$ cat src/rtl/vga_timing_receiver.sv
// VGA sink: recovers pixel x/y, measures line/frame totals, locks on stable timing.
// Define VGA_RX_GLITCH_FILTER_EN to add a 3-sample deglitch on all three inputs.
module vga_timing_receiver #(
  parameter int LOCK_FRAMES = 2,
  parameter int TIMEOUT     = 2048
) (
  input  logic        clk_i,
  input  logic        rst_ni,
  input  logic        h_sync_i,
  input  logic        v_sync_i,
  input  logic        video_en_i,
  output logic        pixel_valid_o,
  output logic [9:0]  pixel_x_o,
  output logic [9:0]  pixel_y_o,
  output logic        line_start_o,
  output logic        frame_start_o,
  output logic        locked_o,
  output logic [10:0] h_total_o,
  output logic [10:0] v_total_o,
  output logic        err_o
);

  typedef enum logic [1:0] {
    IDLE,
    ACQUIRE,
    LOCKED
  } state_e;

  logic [2:0] raw;
  logic [2:0] s0_d, s0_q, s1_q;

  assign raw = {h_sync_i, v_sync_i, video_en_i};

`ifdef VGA_RX_GLITCH_FILTER_EN
  logic [2:0] g0_q, g1_q;
  logic [2:0] agree;

  // A level is accepted only once three consecutive samples agree.
  always_comb begin
    agree = ~(raw ^ g0_q) & ~(raw ^ g1_q);
    s0_d  = (agree & raw) | (~agree & s0_q);
  end

  always_ff @(posedge clk_i) begin
    if (!rst_ni) begin
      g0_q <= '0;
      g1_q <= '0;
    end else begin
      g0_q <= raw;
      g1_q <= g0_q;
    end
  end
`else
  always_comb s0_d = raw;
`endif

  state_e      state_d, state_q;
  logic [10:0] h_cnt_d, h_cnt_q;
  logic [10:0] line_cnt_d, line_cnt_q;
  logic [10:0] ref_d, ref_q;
  logic        ref_vld_d, ref_vld_q;
  logic        stable_d, stable_q;
  logic [10:0] stor_h_d, stor_h_q;
  logic [10:0] stor_v_d, stor_v_q;
  logic [3:0]  match_d, match_q;
  logic [10:0] h_total_d, h_total_q;
  logic [10:0] v_total_d, v_total_q;
  logic [9:0]  x_cnt_d, x_cnt_q;
  logic [9:0]  y_cnt_d, y_cnt_q;
  logic        pv_d, pv_q;
  logic [9:0]  px_d, px_q;
  logic [9:0]  py_d, py_q;
  logic        ls_d, ls_q;
  logic        fs_d, fs_q;
  logic        err_d, err_q;

  logic        hs_fall, vs_fall, de, de_fall;
  logic [10:0] line_meas, frame_meas;
  logic [10:0] eff_ref;
  logic        eff_stable, eff_ref_vld;
  logic        frame_match, timeout, lock_now;

  assign hs_fall = s1_q[2] & ~s0_q[2];
  assign vs_fall = s1_q[1] & ~s0_q[1];
  assign de      = s0_q[0];
  assign de_fall = s1_q[0] & ~s0_q[0];

  assign line_meas  = (&h_cnt_q) ? h_cnt_q : h_cnt_q + 11'd1;
  assign frame_meas = line_cnt_q + {10'd0, hs_fall};

  // The closing hs_fall still belongs to the frame being judged.
  assign eff_stable  = stable_q &
                       ~(hs_fall & ref_vld_q & (line_meas != ref_q));
  assign eff_ref     = (~ref_vld_q & hs_fall) ? line_meas : ref_q;
  assign eff_ref_vld = ref_vld_q | hs_fall;
  assign frame_match = eff_stable & eff_ref_vld &
                       (eff_ref == stor_h_q) & (frame_meas == stor_v_q);

  assign timeout  = ~hs_fall & (int'(h_cnt_q) + 1 == TIMEOUT);
  assign lock_now = (state_q == LOCKED);

  always_comb begin
    h_cnt_d    = hs_fall ? 11'd0 :
                 (&h_cnt_q) ? h_cnt_q : h_cnt_q + 11'd1;
    line_cnt_d = vs_fall ? 11'd0 : frame_meas;
    ref_d      = ref_q;
    ref_vld_d  = ref_vld_q;
    stable_d   = stable_q;
    if (vs_fall) begin
      ref_d     = '0;
      ref_vld_d = 1'b0;
      stable_d  = 1'b1;
    end else if (hs_fall) begin
      ref_d     = eff_ref;
      ref_vld_d = 1'b1;
      stable_d  = eff_stable;
    end
  end

  always_comb begin
    state_d   = state_q;
    match_d   = match_q;
    stor_h_d  = stor_h_q;
    stor_v_d  = stor_v_q;
    h_total_d = h_total_q;
    v_total_d = v_total_q;
    err_d     = 1'b0;
    unique case (state_q)
      IDLE: begin
        if (vs_fall) begin
          state_d  = ACQUIRE;
          match_d  = '0;
          stor_h_d = '0;
          stor_v_d = '0;
        end
      end
      ACQUIRE: begin
        if (vs_fall) begin
          if (frame_match) begin
            match_d = match_q + 4'd1;
            if (int'(match_q) + 1 == LOCK_FRAMES) begin
              state_d   = LOCKED;
              h_total_d = stor_h_q;
              v_total_d = stor_v_q;
            end
          end else begin
            stor_h_d = eff_ref;
            stor_v_d = frame_meas;
            match_d  = '0;
          end
        end
      end
      LOCKED: begin
        if ((hs_fall && line_meas != h_total_q) ||
            (vs_fall && frame_meas != v_total_q)) begin
          err_d   = 1'b1;
          state_d = IDLE;
        end
      end
      default: state_d = IDLE;
    endcase
    if (timeout) begin
      err_d   = (state_q != IDLE);
      state_d = IDLE;
    end
  end

  always_comb begin
    x_cnt_d = de ? x_cnt_q + 10'd1 : 10'd0;
    y_cnt_d = vs_fall ? 10'd0 : y_cnt_q + {9'd0, de_fall};
    pv_d    = lock_now & de;
    px_d    = !lock_now ? 10'd0 : de ? x_cnt_q : px_q;
    py_d    = !lock_now ? 10'd0 : de ? y_cnt_q : py_q;
    ls_d    = hs_fall;
    fs_d    = vs_fall;
  end

  always_ff @(posedge clk_i) begin
    if (!rst_ni) begin
      s0_q       <= '0;
      s1_q       <= '0;
      state_q    <= IDLE;
      h_cnt_q    <= '0;
      line_cnt_q <= '0;
      ref_q      <= '0;
      ref_vld_q  <= 1'b0;
      stable_q   <= 1'b0;
      stor_h_q   <= '0;
      stor_v_q   <= '0;
      match_q    <= '0;
      h_total_q  <= '0;
      v_total_q  <= '0;
      x_cnt_q    <= '0;
      y_cnt_q    <= '0;
      pv_q       <= 1'b0;
      px_q       <= '0;
      py_q       <= '0;
      ls_q       <= 1'b0;
      fs_q       <= 1'b0;
      err_q      <= 1'b0;
    end else begin
      s0_q       <= s0_d;
      s1_q       <= s0_q;
      state_q    <= state_d;
      h_cnt_q    <= h_cnt_d;
      line_cnt_q <= line_cnt_d;
      ref_q      <= ref_d;
      ref_vld_q  <= ref_vld_d;
      stable_q   <= stable_d;
      stor_h_q   <= stor_h_d;
      stor_v_q   <= stor_v_d;
      match_q    <= match_d;
      h_total_q  <= h_total_d;
      v_total_q  <= v_total_d;
      x_cnt_q    <= x_cnt_d;
      y_cnt_q    <= y_cnt_d;
      pv_q       <= pv_d;
      px_q       <= px_d;
      py_q       <= py_d;
      ls_q       <= ls_d;
      fs_q       <= fs_d;
      err_q      <= err_d;
    end
  end

  assign pixel_valid_o = pv_q;
  assign pixel_x_o     = px_q;
  assign pixel_y_o     = py_q;
  assign line_start_o  = ls_q;
  assign frame_start_o = fs_q;
  assign locked_o      = lock_now;
  assign h_total_o     = h_total_q;
  assign v_total_o     = v_total_q;
  assign err_o         = err_q;

endmodule

$ cat config.mk
export PLATFORM = sky130hd
export DESIGN_NAME = vga_timing_receiver
export DESIGN_NICKNAME = d
export VERILOG_FILES = /design/src/rtl/vga_timing_receiver.sv
export SDC_FILE = /design/constraint.sdc
export NUM_CORES = 1
export LEC_CHECK = 0
export ABC_AREA = 0
export CORE_UTILIZATION = 63
export CTS_CLUSTER_SIZE = 14
export DETAILED_ROUTE_END_ITERATION = 12
export GPL_ROUTABILITY_DRIVEN = 1
export PLACE_DENSITY = 0.95
export SLEW_MARGIN = 5
export SYNTH_ARGS = -nofsm -noshare
export SYNTH_HDL_FRONTEND = slang
export SYNTH_SLANG_ARGS = --single-unit
$ cat constraint.sdc
create_clock -name clk_i -period 6.5 [get_ports clk_i]
set_clock_uncertainty 0.1 [all_clocks]
set_input_delay 0.975 -clock clk_i [delete_from_list [all_inputs] [get_ports clk_i]]
set_output_delay 0.975 -clock clk_i [all_outputs]
set_load 0.005 [all_outputs]
==> impl_metrics.ini <==
[finish]
antenna_cells = 0
drive_gt1_share_pct = 7.25
utilization_pct = 76.7
nNetsFinal = 787
syn_to_final_growth_pct = 16.0
fill_cells = 595

[logic_synthesis]
async_flop_share_pct = 0
ys_warn_count = 0
ys_top_cells_by_area = dfxtp_1 41%, nor2_1 5.6%, xor2_1 5.3%
synth_top_area_share_pct = 41.1
synthFlopType = dfxtp_1
synthDistinctLibCells = 68
yosys.area.top_type = dfxtp_1
syn_nets = 764
synth_edf_count = 0
syn_area_per_cell_sq_um = 8.78
synth_cells = 750
ys_ff_latch = 135
synth-seq-area-share_pct = 41.1
syn_area_sq_um = 6580

[clock_tree]
clock_sinks = 135
cts_max_path_buffers = 2
post_cts_buffers = 0
clock_latency_ps = 540
cts_made_buffers = 17
cts.htree.levels = 4
cts-root-buf = clkbuf_8
tritoncts = built
cts-resized-gates = 0
clk_pin_slew_ps = 60
holdBufCountCts = 0

[pwr]
p_leak_uw = 0.00282
p_per_area_nw_per_um2 = 256
vdd_drop_max_uv = 239

[die]
dieHeight_um = 104
ioPinCount = 52
placement_rows = 36
start_util_pct = 66.1
die_w_um = 104
die_area_sq_um = 10900
coreArea_sq_um = 9950

[run_status]
status = finished clean

[critical_path]
crit_path_end_kind = flip-flop
required_ps = 6880
path_class = flip-flop to flip-flop
cp.arrival_ps = 4910
worstPathMaxFanout = 23
startpoint_type = flip-flop
reg2reg_slack_ps = 1970

[timing]
hold_violations = 0
min_period_over_period_pct = 69.7
slew_headroom_pct = 16.8
setup_ws_ps = 1970
period_minus_slack_ps = 4530
setup_viol = 0
rsz0062_at_grt = false
max_freq_ghz = 0.221
worst_pin_slew_ps = 1240
tns_ps = 0
drv_slew = 0

[global_route]
grt_remaining_overflow = 0
grt.total_usage_pct = 34.2
grt_pass1_vias = 5800
grt_pass1_wl_um = 29300
grt_max_degree = 32
antenna_found_initial = 0

[place]
dp_slack_ps = 2110
place.gp.congestion = 1.00
port_buffers = 51
hpwl_um = 11900

[routing]
postRouteAntennaNets = 0
drc = 0
wl_um = 18200
num_vias = 5993
routed_via_density = 6.52
first_pass_iters = 7
drt_iter0_drc = 628
wl_per_cell_um = 19.8

[run]
cap_violations = 0

[hold_path]
worstHoldPathType = flip-flop to flip-flop
==> metrics by stage <==
| step | hold WS, ps | instance area, sq um | instances | total power [uW] |
|---|---|---|---|---|
| finish | 374 | 7640 | 919 | 1950 |
| global route | 401 | 7640 | 919 | 2000 |
| CTS | 372 | 7640 | 919 | 1950 |
| detailed placement | 366 | 7030 | 887 | 970 |
| global placement | 349 | 7030 | 887 | 966 |
| floorplan | 325 | 6580 | 750 | 948 |
==> Yosys cell counts (2+ instances only) <==
cell,instances
a211oi_1,2
a211oi_2,2
a21o_1,3
a21oi_1,42
a22o_1,3
a31oi_1,8
a32oi_1,2
a41oi_1,2
and2_1,9
and3_1,20
and4_1,4
buf_1,3
buf_2,10
buf_4,5
buf_6,5
clkbuf_1,27
dfxtp_1,135
ha_1,9
inv_1,8
mux2_2,2
mux2i_1,22
nand2_1,40
nand2b_1,8
nand3_1,48
nand4_1,10
nor2_1,99
nor2b_1,17
nor3_1,11
nor3b_1,4
nor4_1,2
nor4b_1,2
o2111ai_1,3
o211ai_1,4
o21ai_0,41
o221ai_1,2
o22a_1,20
o31a_1,3
o31ai_1,4
or2_2,2
or3_1,6
or3b_1,2
xnor2_1,34
xor2_1,40
==> flip-flops by register name, summed over array words and instances, names as in the netlist, 2 cells and up <==
name        cells
v_total_o      11
s0_q            3
h_total_o      11
y_cnt_q        10
ref_q          11
match_q         4
s1_q            3
x_cnt_q        10
h_cnt_q        11
state_q         2
line_cnt_q     11
pixel_y_o      10
pixel_x_o      10
stor_v_q       11
stor_h_q       11
==> cells in the final DEF (no fill, tap or decap), types with 10 or more instances in the layout <==
cell type	synthesis	routed
dfxtp_1	135	135
nor2_1	99	99
clkdlybuf4s50_1	0	51
nand3_1	48	48
a21oi_1	42	42
o21ai_0	41	41
nand2_1	40	40
xor2_1	40	40
xnor2_1	34	34
mux2i_1	22	22
and3_1	20	20
o22a_1	20	20
nor2b_1	17	17
clkbuf_16	0	16
nor3_1	11	11
nand4_1	10	10
==> final cells by class <==
class	instances	area, sq um	area share, %
Clock buffer	19	442	5.78
Tap cell	133	166	2.18
Sequential cell	135	2700	35.4
Inverter	8	30.0	0.393
Timing Repair Buffer	55	541	7.08
Clock inverter	13	169	2.21
Multi-Input combinational cell	556	3590	47.0
==> per-layer routing <==
metal  vias up  routed length (um)  track usage [%]
li1       2689                   -                -
met1      2869                7180             40.0
met2       350                8860             57.2
met3        85                1390             8.21
met4         0                 773             19.7
met5         -                   0                0
==> report_power, final <==
part | switching, uW | internal (uW) | leakage (uW)
combinational | 61.3 | 39.9 | 0.00143
clock | 387 | 610 | 0.000300
sequential | 16.7 | 840 | 0.00109
total | 465 | 1490 | 0.00282
==> cell families (layout without fill, tap and decap cells) <==
group           after synthesis  in the layout  synth area share, %
flops                       135            135                 41.1
simple gates                295            295                 23.1
xor+xnor                     75             75                 10.1
mux                          24             24                 3.69
fa+ha+maj                     9              9                 1.71
compound gates              153            153                 15.9
buf+inv                      59             95                 4.43
==> worst paths after layout <==
path,end,startpoint,cells past startpoint
max,stor_v_q[2],h_cnt_q[0],10
min,x_cnt_q[0],x_cnt_q[0],1
max reg2reg,stor_v_q[2],h_cnt_q[0],10
min reg2reg,x_cnt_q[0],x_cnt_q[0],1
==> worst max-delay path: stages, from the launching register on <==
cell,delay [ps]
dfxtp_1,620
ha_1,490
nand3_1,330
nor3_2,390
nor2_1,190
xor2_1,160
nand4_1,170
o41ai_4,480
or3b_1,430
o21ai_2,820
o22a_1,280
Power figures use the tool's default switching activity.
